===== config.mk =====
export PLATFORM = sky130hd
export DESIGN_NAME = upg_loader
export DESIGN_NICKNAME = d
export VERILOG_FILES = /design/src/rtl/upg_pkg.sv /design/src/rtl/uart_rx_core.sv /design/src/rtl/upg_loader.sv
export SDC_FILE = /design/constraint.sdc
export NUM_CORES = 1
export LEC_CHECK = 0
export BUFFER_PORTS_ARGS = -buffer_cell sky130_fd_sc_hd__buf_2
export CORE_MARGIN = 10
export CORE_UTILIZATION = 35
export DETAILED_ROUTE_END_ITERATION = 12
export HOLD_SLACK_MARGIN = 0.15
export PLACE_DENSITY_LB_ADDON = 0.05
export RECOVER_POWER = 100
export SLEW_MARGIN = 20
export SYNTH_ARGS = -nofsm -noshare
export SYNTH_HDL_FRONTEND = slang
export SYNTH_SLANG_ARGS = --single-unit

===== constraint.sdc =====
create_clock -name clock -period 3.8 [get_ports clock]
set_clock_uncertainty 0.05 [all_clocks]
set_input_delay 0.19 -clock clock [delete_from_list [all_inputs] [get_ports clock]]
set_output_delay 0.19 -clock clock [all_outputs]
set_load 0.01 [all_outputs]

===== src/rtl/upg_pkg.sv =====
// Shared constants and types for the UART program loader.
package upg_pkg;

   localparam logic [7:0]  CMD_IMEM  = 8'h00;
   localparam logic [7:0]  CMD_DMEM  = 8'h01;
   localparam logic [7:0]  CMD_END   = 8'hFF;

   localparam int unsigned MAX_WORDS = 16384;
   localparam int unsigned WIDX_W    = 14;
   localparam int unsigned ADR_W     = 15;
   localparam int unsigned DAT_W     = 32;
   localparam int unsigned LEN_W     = 16;

   localparam logic [2:0]  ST_OFF    = 3'd0;
   localparam logic [2:0]  ST_CMD    = 3'd1;
   localparam logic [2:0]  ST_LEN0   = 3'd2;
   localparam logic [2:0]  ST_LEN1   = 3'd3;
   localparam logic [2:0]  ST_DATA   = 3'd4;
   localparam logic [2:0]  ST_DONE   = 3'd5;
   localparam logic [2:0]  ST_ERR    = 3'd6;

   typedef enum logic [2:0] {
      S_OFF  = ST_OFF,
      S_CMD  = ST_CMD,
      S_LEN0 = ST_LEN0,
      S_LEN1 = ST_LEN1,
      S_DATA = ST_DATA,
      S_DONE = ST_DONE,
      S_ERR  = ST_ERR
   } state_t;

   typedef enum logic [1:0] {
      RX_IDLE,
      RX_START,
      RX_DATA,
      RX_STOP
   } rx_state_t;

endpackage


===== src/rtl/uart_rx_core.sv =====
// 8N1 UART receiver: synchroniser, start-bit validation, mid-bit sampling.
module uart_rx_core
   import upg_pkg::*;
#(
   parameter int unsigned CLK_HZ = 10_000_000,
   parameter int unsigned BAUD   = 128_000
) (
   input  logic       clock,
   input  logic       reset,
   input  logic       i_rx,
   output logic       o_byte_vld,
   output logic [7:0] o_byte,
   output logic       o_frm_err
);

   localparam int unsigned DIV   = CLK_HZ / BAUD;
   localparam int unsigned HALF  = DIV / 2;
   localparam int unsigned CNT_W = $clog2(DIV);

   rx_state_t          r_st;
   logic [1:0]         r_sync;
   logic               r_prev;
   logic [CNT_W-1:0]   r_cnt;
   logic [2:0]         r_bit;
   logic [7:0]         r_sh;
   logic               w_rx;

   assign w_rx = r_sync[1];

   always_ff @(posedge clock or negedge reset) begin
      if (!reset) begin
         r_st       <= RX_IDLE;
         r_sync     <= 2'b11;
         r_prev     <= 1'b1;
         r_cnt      <= '0;
         r_bit      <= '0;
         r_sh       <= '0;
         o_byte_vld <= 1'b0;
         o_byte     <= '0;
         o_frm_err  <= 1'b0;
      end else begin
         r_sync     <= {r_sync[0], i_rx};
         r_prev     <= w_rx;
         o_byte_vld <= 1'b0;
         o_frm_err  <= 1'b0;
         case (r_st)
            RX_IDLE: begin
               if (r_prev && !w_rx) begin
                  r_st  <= RX_START;
                  r_cnt <= '0;
               end
            end
            // Line must still be low half a bit later, otherwise it was a glitch.
            RX_START: begin
               if (r_cnt == CNT_W'(HALF - 1)) begin
                  r_cnt <= '0;
                  r_bit <= '0;
                  r_st  <= w_rx ? RX_IDLE : RX_DATA;
               end else begin
                  r_cnt <= r_cnt + CNT_W'(1);
               end
            end
            RX_DATA: begin
               if (r_cnt == CNT_W'(DIV - 1)) begin
                  r_cnt <= '0;
                  r_sh  <= {w_rx, r_sh[7:1]};
                  if (r_bit == 3'd7) r_st <= RX_STOP;
                  else               r_bit <= r_bit + 3'd1;
               end else begin
                  r_cnt <= r_cnt + CNT_W'(1);
               end
            end
            RX_STOP: begin
               if (r_cnt == CNT_W'(DIV - 1)) begin
                  r_cnt <= '0;
                  r_st  <= RX_IDLE;
                  if (w_rx) begin
                     o_byte_vld <= 1'b1;
                     o_byte     <= r_sh;
                  end else begin
                     o_frm_err  <= 1'b1;
                  end
               end else begin
                  r_cnt <= r_cnt + CNT_W'(1);
               end
            end
            default: r_st <= RX_IDLE;
         endcase
      end
   end

endmodule


===== src/rtl/upg_loader.sv =====
// UART program loader: parses CMD/LEN/DATA frames and drives the upg_* write port.
module upg_loader
   import upg_pkg::*;
#(
   parameter int unsigned CLK_HZ      = 10_000_000,
   parameter int unsigned BAUD        = 128_000,
   parameter int unsigned TIMEOUT_CYC = 2_000_000
) (
   input  logic             clock,
   input  logic             reset,
   input  logic             start,
   input  logic             rx,
   output logic             upg_wen_o,
   output logic [ADR_W-1:0] upg_adr_o,
   output logic [DAT_W-1:0] upg_dat_o,
   output logic             upg_done_o,
   output logic             busy,
   output logic             err
);

   localparam int unsigned TO_W = $clog2(TIMEOUT_CYC + 1);

   logic              w_byte_vld;
   logic [7:0]        w_byte;
   logic              w_frm_err;
   logic              w_timed;
   logic              w_timeout;
   logic [LEN_W-1:0]  w_len;
   logic [DAT_W-1:0]  w_word;

   state_t            r_state;
   logic              r_target;
   logic [LEN_W-1:0]  r_len;
   logic [WIDX_W-1:0] r_widx;
   logic [1:0]        r_bidx;
   logic [DAT_W-1:0]  r_word;
   logic [TO_W-1:0]   r_idle;

   uart_rx_core #(
      .CLK_HZ (CLK_HZ),
      .BAUD   (BAUD)
   ) u_rx (
      .clock      (clock),
      .reset      (reset),
      .i_rx       (rx),
      .o_byte_vld (w_byte_vld),
      .o_byte     (w_byte),
      .o_frm_err  (w_frm_err)
   );

   assign w_timed   = (r_state == S_LEN0) || (r_state == S_LEN1) || (r_state == S_DATA);
   assign w_timeout = w_timed && (r_idle == TO_W'(TIMEOUT_CYC));
   assign w_len     = {w_byte, r_len[7:0]};
   assign w_word    = {w_byte, r_word[23:0]};

   // Inter-byte idle counter; only meaningful inside a frame body.
   always_ff @(posedge clock or negedge reset) begin
      if (!reset)                      r_idle <= '0;
      else if (!w_timed || w_byte_vld) r_idle <= '0;
      else if (!w_timeout)             r_idle <= r_idle + TO_W'(1);
   end

   always_ff @(posedge clock or negedge reset) begin
      if (!reset) begin
         r_state    <= S_OFF;
         r_target   <= 1'b0;
         r_len      <= '0;
         r_widx     <= '0;
         r_bidx     <= '0;
         r_word     <= '0;
         upg_wen_o  <= 1'b0;
         upg_adr_o  <= '0;
         upg_dat_o  <= '0;
         upg_done_o <= 1'b0;
         busy       <= 1'b0;
         err        <= 1'b0;
      end else begin
         upg_wen_o <= 1'b0;
         case (r_state)
            S_OFF, S_DONE, S_ERR: begin
               if (start) begin
                  upg_done_o <= 1'b0;
                  if (w_frm_err) begin
                     r_state <= S_ERR;
                     err     <= 1'b1;
                  end else begin
                     r_state <= S_CMD;
                     busy    <= 1'b1;
                     err     <= 1'b0;
                  end
               end
            end
            S_CMD: begin
               if (w_frm_err) begin
                  r_state <= S_ERR;
                  busy    <= 1'b0;
                  err     <= 1'b1;
               end else if (w_byte_vld) begin
                  if (w_byte == CMD_IMEM || w_byte == CMD_DMEM) begin
                     r_target <= w_byte[0];
                     r_state  <= S_LEN0;
                  end else if (w_byte == CMD_END) begin
                     r_state    <= S_DONE;
                     busy       <= 1'b0;
                     upg_done_o <= 1'b1;
                  end else begin
                     r_state <= S_ERR;
                     busy    <= 1'b0;
                     err     <= 1'b1;
                  end
               end
            end
            S_LEN0: begin
               if (w_frm_err || w_timeout) begin
                  r_state <= S_ERR;
                  busy    <= 1'b0;
                  err     <= 1'b1;
               end else if (w_byte_vld) begin
                  r_len[7:0] <= w_byte;
                  r_state    <= S_LEN1;
               end
            end
            S_LEN1: begin
               if (w_frm_err || w_timeout) begin
                  r_state <= S_ERR;
                  busy    <= 1'b0;
                  err     <= 1'b1;
               end else if (w_byte_vld) begin
                  r_len <= w_len;
                  if (w_len == '0) begin
                     r_state <= S_CMD;
                  end else if (w_len > LEN_W'(MAX_WORDS)) begin
                     r_state <= S_ERR;
                     busy    <= 1'b0;
                     err     <= 1'b1;
                  end else begin
                     r_widx  <= '0;
                     r_bidx  <= '0;
                     r_state <= S_DATA;
                  end
               end
            end
            // Bytes arrive LSB first; the fourth byte completes and emits the word.
            S_DATA: begin
               if (w_frm_err || w_timeout) begin
                  r_state <= S_ERR;
                  busy    <= 1'b0;
                  err     <= 1'b1;
               end else if (w_byte_vld) begin
                  if (r_bidx == 2'd3) begin
                     upg_wen_o <= 1'b1;
                     upg_adr_o <= {r_target, r_widx};
                     upg_dat_o <= w_word;
                     r_widx    <= r_widx + WIDX_W'(1);
                     r_bidx    <= '0;
                     if ({2'b00, r_widx} == r_len - LEN_W'(1)) r_state <= S_CMD;
                  end else begin
                     r_word[{r_bidx, 3'b000} +: 8] <= w_byte;
                     r_bidx <= r_bidx + 2'd1;
                  end
               end
            end
            default: begin
               r_state <= S_OFF;
               busy    <= 1'b0;
            end
         endcase
      end
   end

endmodule


==> metrics.txt, run 1 <==
latest clock arrival within the worst-skew pair 0.43 ns; Setup crit start kind flip-flop; Period minus WS final 3.30 ns; Setup crit end kind flip-flop; Synth Area in Adders 0.0233; compound-gate portion of the synthesized area 0.0985; xor-xnor portion of the synthesized cell area 0.0423; count of final hold-check violations 0; syn nets 852; initial antenna violation count 0; delay-heaviest family, CP compound AO/OA/AOI/OAI gates; CP required 4.10 ns; Clock power frac 0.396; Sw Ratio 0.307; largest net degree at the start of global routing 85; Critical Path, Cell by Cell nor3b_4, o2111a_1, a21oi_1, a31o_2, a2111oi_0, nor2b_1, a2bb2oi_1; Cell Area, Synth 0.00807 mm²; Post-DP HPWL 14.2 mm; Vias/cell 5.19; EDFF count, synth 0; Peak supply drop 0.268 mV; mux share of post-synthesis cell area 0.0710; WL/cell 17.1 µm; total wire length 20.1 mm; # rows 55; violated checks capacitance limit, slew limit; Yosys warning total 0; die area 0.0295 mm²; First DRT Iteration DRCs 379; core footprint 0.0226 mm²; PwrDens 496 mW/mm²; root buf cell clkbuf_16; Comb pwr share 0.167; GP Congestion 0.814; Clk pin slew, worst setup/hold paths 0.07 ns; clock tree buffer depth 2; CP Buf/Inv Count 0; # clock sinks 165; antenna-violating nets left 0; setup bufs post-CTS 0; via count 6099; status finished, violations left; # setup viols final 0; Die Y 172 µm; Slowest-stage cell, CP a2111oi_0; sequential share of the synthesized area 0.512; Yosys reg bits 165; most frequent cells in the layout nand2_1, dfrtp_1, o21ai_0, clkbuf_1, nor2_1; Psw 1.39 mW; most common flop cell mapped by yosys dfrtp_1; NumNets Final 898; internal power 3.15 mW; IO Count 55; CTS tree built; post-synthesis simple-gate area fraction 0.221; Sequential Power Share 0.437; area grow syn2layout 13.7%; Initial Utilization 0.356; Overall Power 4.55 mW; slew margin rel. -0.498; WS Path Type reg2reg; Post-Syn Instances 833; final worst-path cycle share 0.868; largest family of logic cells by synthesized area simple AND/OR/NAND/NOR gates; antenna fix cells 0; Sum Neg Setup Slack 0 ns; Post-synth ARST share 1.00; crit-path max FO 15; I/O Buffers 54; # DRC 0; Layout Cells excl Fill 1176; # placed instances 1142; RSZ-0062 raised after global routing false; DR pass1 iterations 5; CTS H-tree depth 4; die span in x 172 µm; cts bufs inserted 17; fin util 0.405; fin. max-slew vios 84; leak pwr 4.26 nW; fin worst setup slack 0.503 ns; Hold Crit Class reg2reg; Worst Tran Pin Value 2.25 ns; commonest non-fill, non-tap cell in the layout nand2_1; crit path DAT 3.60 ns; Max Fclk 0.303 GHz; Syn Area/Cell 9.68 µm²; layout cells sized above 1 0.121; total gr overflow 0; first-pass GRT wire length 33.1 mm; Total GRT Usage 0.141; delay of the slowest critical-path stage 0.88 ns; post-synthesis cell type count 66; vias in the first global route 6236; DP Worst Slack 0.671 ns; total of max-cap violations 1
## state kept, by name, indices dropped and copies added, names as in the netlist, 7 cells and up, named ones only
register / flops
upg_adr_o: 15
r_widx: 14
r_len: 16
r_idle: 21
upg_dat_o: 32
u_rx.o_byte: 8
r_word: 24
u_rx.r_sh: 8
u_rx.r_cnt: 7
## repair_timing
item | CTS | global route
resized for setup | 0 | 0
hold buffers | 3 | 0
endpoints found under the hold margin | 84 | 0
setup endpoints to repair | 0 | 0
## cell families after synthesis
group                      Yosys count
DFF                                165
xor gates and xnor gates            39
AOI/OAI and AO/OA                  120
muxes                               51
adders and majority gates           15
and+or+nand+nor                    381
buffers and inverters               62
## worst reg2reg max path, stage by stage, from the launching register on
cell and delay (ns):
dfrtp_1 0.64, nor3b_4 0.47, o2111a_1 0.28, a21oi_1 0.15
a31o_2 0.33, a2111oi_0 0.88, nor2b_1 0.27, a2bb2oi_1 0.16
## worst paths after layout
kind	start	end	slack (ns)	cells after the start
setup reg to reg	r_state[2]	busy	0.50	7
hold / removal	u_rx.r_sync[0]	u_rx.r_sync[1]	0.31	0
hold reg to reg	u_rx.r_sync[0]	u_rx.r_sync[1]	0.31	0
setup / recovery	r_state[2]	busy	0.50	7
max in group asynchronous	reset	upg_done_o	1.10	3
min in group asynchronous	reset	upg_adr_o[9]	0.89	2
## power groups by stage
stage	logic [mW]	clock network, mW	registers (mW)
global placement	0.778	0	2.01
finish	0.760	1.80	1.99
CTS	0.800	1.86	1.98
floorplan	0.604	0	1.96
global route	0.861	1.93	2.00
detailed placement	0.792	0	2.02
## synth_stat cells (5+ instances only)
library cell	number	area, µm²
nand2_1	197	739
dfrtp_1	162	4050
o21ai_0	58	290
nor2_1	52	195
mux2_2	50	563
nand3_1	33	165
clkbuf_1	29	109
xor2_1	21	184
xnor2_1	18	158
inv_1	17	63.8
a21oi_1	16	80.1
ha_1	15	188
nand4_1	13	81.3
buf_2	11	55.1
nor3_1	10	50.1
and3_1	9	56.3
nand2b_1	8	50.1
nor4_1	8	50.1
nor2b_1	7	43.8
nor3b_1	7	52.6
or3_1	5	31.3
or4_1	5	37.5
## stage by stage
step                instance area (µm²)  hold WS, ns
CTS                                9280        0.308
floorplan                          8070       -0.156
finish                             9170        0.310
global route                       9170        0.318
detailed placement                 8640        0.246
global placement                   8640        0.246
## per-layer routing
metal  wire length [µm]  global-route usage  up-vias
li1                   -                   -     2967
met1               9580               0.186     2999
met2               9550               0.230      118
met3                711              0.0277       15
met4                235              0.0409        0
met5                  0                   0        -
## area by class of cell
| cell class | count | area, µm² |
|---|---|---|
| fillers | 2276 | 13500 |
| flip-flops and latches | 165 | 4130 |
| multi-input cells | 606 | 3660 |
| clock buffers | 19 | 453 |
| well taps | 285 | 357 |
| repair buffers | 71 | 342 |
| clock inverters | 12 | 159 |
| inverters | 18 | 67.6 |
Note: power is estimated with default switching activity, not from simulation.
==> run 2: changes to the inputs <==
clock period = 4.2 ns   (was 3.8 ns; I/O delays follow)
==> metrics.txt, run 2 (synthesis results as in run 1) <==
commonest non-fill, non-tap cell in the layout nand2_1; Comb pwr share 0.163; via count 6075; Die Y 172 µm; # setup viols final 0; Clk pin slew, worst setup/hold paths 0.07 ns; largest net degree at the start of global routing 86; Worst Tran Pin Value 2.16 ns; NumNets Final 892; count of final hold-check violations 0; internal power 2.81 mW; crit-path max FO 21; Overall Power 4.06 mW; Hold Crit Class reg2reg; WS Path Type reg2reg; Setup crit start kind flip-flop; total gr overflow 0; Max Fclk 0.277 GHz; # clock sinks 165; max FFs per register 32; CTS H-tree depth 4; # DRC 0; WL/cell 16.8 µm; IO Count 55; largest register by flop count upg_dat_o; core footprint 0.0226 mm²; Initial Utilization 0.356; Psw 1.25 mW; DR pass1 iterations 5; First DRT Iteration DRCs 359; clock tree buffer depth 2; violated checks capacitance limit, slew limit; initial antenna violation count 0; final instance area 0.00909 mm²; die span in x 172 µm; fillcell total 2265; antenna-violating nets left 0; Sequential Power Share 0.447; root buf cell clkbuf_16; Peak supply drop 0.241 mV; cts bufs inserted 17; crit path DAT 3.87 ns; slew margin rel. -0.440; post-placement cell area 0.00858 mm²; latest clock arrival within the worst-skew pair 0.43 ns; most frequent cells in the layout nand2_1, dfrtp_1, o21ai_0, clkbuf_1, nor2_1; die area 0.0295 mm²; Clock power frac 0.390; Total GRT Usage 0.137; first-pass GRT wire length 32.4 mm; PwrDens 446 mW/mm²; I/O Buffers 54; total wire length 19.7 mm; Sum Neg Setup Slack 0 ns; layout cells sized above 1 0.113; final worst-path cycle share 0.859; total of max-cap violations 1; CTS tree built; status finished, violations left; Period minus WS final 3.61 ns; Sw Ratio 0.308; Post-DP HPWL 14.0 mm; # rows 55; RSZ-0062 raised after global routing false; vias in the first global route 6106; setup bufs post-CTS 0; antenna fix cells 0; area grow syn2layout 12.7%; Setup crit end kind flip-flop; CP required 4.46 ns; Vias/cell 5.19; leak pwr 4.22 nW; GP Congestion 0.805; biggest regs upg_dat_o x32, r_word x24, r_idle x21; fin. max-slew vios 86
==> run 2: cell count changes in the layout (fill, tap and decap cells not counted), moves of 2 or more <==
cell / before / now
a2111oi_0: 3 / 1
buf_4: 9 / 4
clkbuf_8: 2 / 0
inv_6: 5 / 7
clkinv_2: 0 / 3
==> run 2: worst max-delay path, stage by stage (launching register included) <==
cell and delay (ns):
dfrtp_1 0.60, nor3b_1 0.87, o2111a_1 0.35, a211oi_1 0.15
nand3_1 0.61, clkbuf_1 0.46, mux2_2 0.39
==> run 2: path summary, 6_finish.rpt <==
check                      depth (start not counted)           start             end  slack (ns)
min                                                0  u_rx.r_sync[0]  u_rx.r_sync[1]        0.31
min in group asynchronous                          2           reset   upg_adr_o[10]        0.88
max                                                6      r_state[1]    upg_adr_o[3]        0.59
max reg2reg                                        6      r_state[1]    upg_adr_o[3]        0.59
max in group asynchronous                          3           reset  u_rx.o_byte[7]        1.13
min reg2reg                                        0  u_rx.r_sync[0]  u_rx.r_sync[1]        0.31
==> run 2: cell type report <==
class | instances | area [µm²] | area share
Timing Repair Buffer | 65 | 284 | 0.0312
Inverter | 18 | 67.6 | 0.00743
Multi-Input combinational cell | 606 | 3660 | 0.403
Tap cell | 285 | 357 | 0.0392
Clock inverter | 14 | 159 | 0.0175
Clock buffer | 17 | 425 | 0.0468
Sequential cell | 165 | 4130 | 0.455
==> run 2: repair_timing <==
item | CTS | global route
resized for setup | 0 | 0
endpoints found under the hold margin | 82 | 0
hold buffers | 3 | 0
==> run 2: per-layer routing <==
layer | GRT usage | part of all wire | vias up
met5 | 0 | 0 | -
met4 | 0.0513 | 0.014 | 0
met3 | 0.0266 | 0.038 | 22
met2 | 0.224 | 0.48 | 99
met1 | 0.177 | 0.46 | 2986
li1 | - | - | 2968
==> run 2: through the flow <==
step / cells / hold slack, ns / util / setup slack, ns
2_1_floorplan: 833 / -0.136 / - / 1.67
3_3_place_gp: 1136 / 0.262 / 0.379 / 1.03
3_5_place_dp: 1136 / 0.269 / 0.379 / 0.947
4_1_cts: 1170 / 0.308 / 0.406 / 0.913
5_1_grt: 1170 / 0.322 / 0.401 / 0.335
6_report: 1170 / 0.312 / 0.401 / 0.593
==> run 2: power by group through the flow <==
stage	logic, mW	clock network (mW)	registers, mW
after global placement	0.667	0	1.84
after floorplan	0.546	0	1.77
after detailed placement	0.679	0	1.85
final	0.660	1.58	1.81
after global routing	0.749	1.69	1.83
after CTS	0.684	1.63	1.82
==> run 3: changes to the inputs <==
clock period = 3.7 ns   (was 4.2 ns; I/O delays follow)
==> metrics.txt, run 3 (synthesis results as in run 1) <==
status finished, violations left; violated checks capacitance limit, slew limit; post-placement cell area 0.00863 mm²; WS Path Type reg2reg; final instance area 0.00916 mm²; die span in x 172 µm; PwrDens 507 mW/mm²; Clk pin slew, worst setup/hold paths 0.07 ns; largest net degree at the start of global routing 81; total of max-cap violations 1; Hold Crit Class reg2reg; First DRT Iteration DRCs 359; latest clock arrival within the worst-skew pair 0.43 ns; CTS tree built; Overall Power 4.64 mW; hold depth 0; # placed instances 1143; core footprint 0.0226 mm²; # rows 55; final worst-path cycle share 0.865; fin. max-slew vios 81; via count 6066; Total GRT Usage 0.142; Initial Utilization 0.356; # clock sinks 165; clock tree buffer depth 2; layout cells sized above 1 0.122; worst hold slack 0.314 ns; RSZ-0062 raised after global routing false; worst reg2reg path depth 8; biggest regs upg_dat_o x32, r_word x24, r_idle x21; # setup viols final 0; Post-DP HPWL 14.3 mm; fin util 0.405; initial antenna violation count 0; NumNets Final 899; IO Count 55; antenna fix cells 0; GP Congestion 0.835; Setup crit end kind flip-flop; vias in the first global route 6202; first-pass GRT wire length 33.1 mm; crit-path max FO 15; DP Worst Slack 0.688 ns; Worst Tran Pin Value 2.07 ns; # resized after CTS 0; Die Y 172 µm; Setup crit start kind flip-flop; antenna-violating nets left 0; Max Fclk 0.312 GHz; commonest non-fill, non-tap cell in the layout nand2_1; cts bufs inserted 17; WL/cell 17.2 µm; fin worst setup slack 0.500 ns; CTS H-tree depth 4; DR pass1 iterations 4; Period minus WS final 3.20 ns; Sum Neg Setup Slack 0 ns; leak pwr 4.26 nW; root buf cell clkbuf_16; total gr overflow 0; Peak supply drop 0.291 mV; max FFs per register 32; Layout Cells excl Fill 1178; CP required 4.01 ns; crit path DAT 3.51 ns; count of final hold-check violations 0; slew margin rel. -0.382; # DRC 0; die area 0.0295 mm²; most frequent cells in the layout nand2_1, dfrtp_1, o21ai_0, clkbuf_1, nor2_1; Vias/cell 5.15; I/O Buffers 54; largest register by flop count upg_dat_o; setup bufs post-CTS 0; area grow syn2layout 13.6%; total wire length 20.2 mm
-- run 3: cell types whose count changed in the layout (fill, tap and decap cells not counted), moves of 2 or more --
cell,before,now
nor3b_1,8,6
clkbuf_1,53,55
buf_4,4,8
inv_6,7,4
clkinv_4,0,3
-- run 3: worst max-delay path, cell delays in order, from the launching register on --
cell,delay (ns)
dfrtp_1,0.66
nor3b_4,0.48
o2111a_1,0.29
and2_0,0.51
nor3_1,0.11
clkbuf_1,0.16
and2_1,0.26
or4_1,0.52
nand2_1,0.08
-- run 3: path summary, 6_finish.rpt --
| path | to | slack, ns | start |
|---|---|---|---|
| setup / recovery | r_widx[13] | 0.50 | r_state[2] |
| hold / removal | u_rx.r_sync[1] | 0.31 | u_rx.r_sync[0] |
| setup reg to reg | r_widx[13] | 0.50 | r_state[2] |
| hold reg to reg | u_rx.r_sync[1] | 0.31 | u_rx.r_sync[0] |
| max in group asynchronous | r_widx[0] | 1.00 | reset |
| min in group asynchronous | upg_adr_o[11] | 0.82 | reset |
-- run 3: power breakdown --
group          total (mW)  switching (mW)  leakage [nW]  internal, mW
registers            2.05           0.154          2.27          1.89
logic               0.797           0.499          1.70         0.298
clock network        1.80           0.787         0.293          1.01
total                4.64            1.44          4.26          3.20
-- run 3: routing by layer --
metal	vias up	share of wire	GRT usage	wire, µm
met5	-	0	0	0
li1	2980	-	-	-
met2	107	0.50	0.246	10100
met1	2962	0.45	0.174	9090
met4	0	0.011	0.0439	232
met3	17	0.037	0.0257	740
-- run 3: repair_timing --
item	4_1_cts	5_1_grt
setup endpoints to repair	0	0
hold buffers	3	0
hold endpoints to repair	79	0
-- run 3: cell type report --
class,instances,area (µm²)
Inverter,18,67.6
Multi-Input combinational cell,606,3680
Tap cell,285,357
Clock buffer,17,425
Clock inverter,15,171
Fill cell,2262,13500
Timing Repair Buffer,72,327
Sequential cell,165,4130
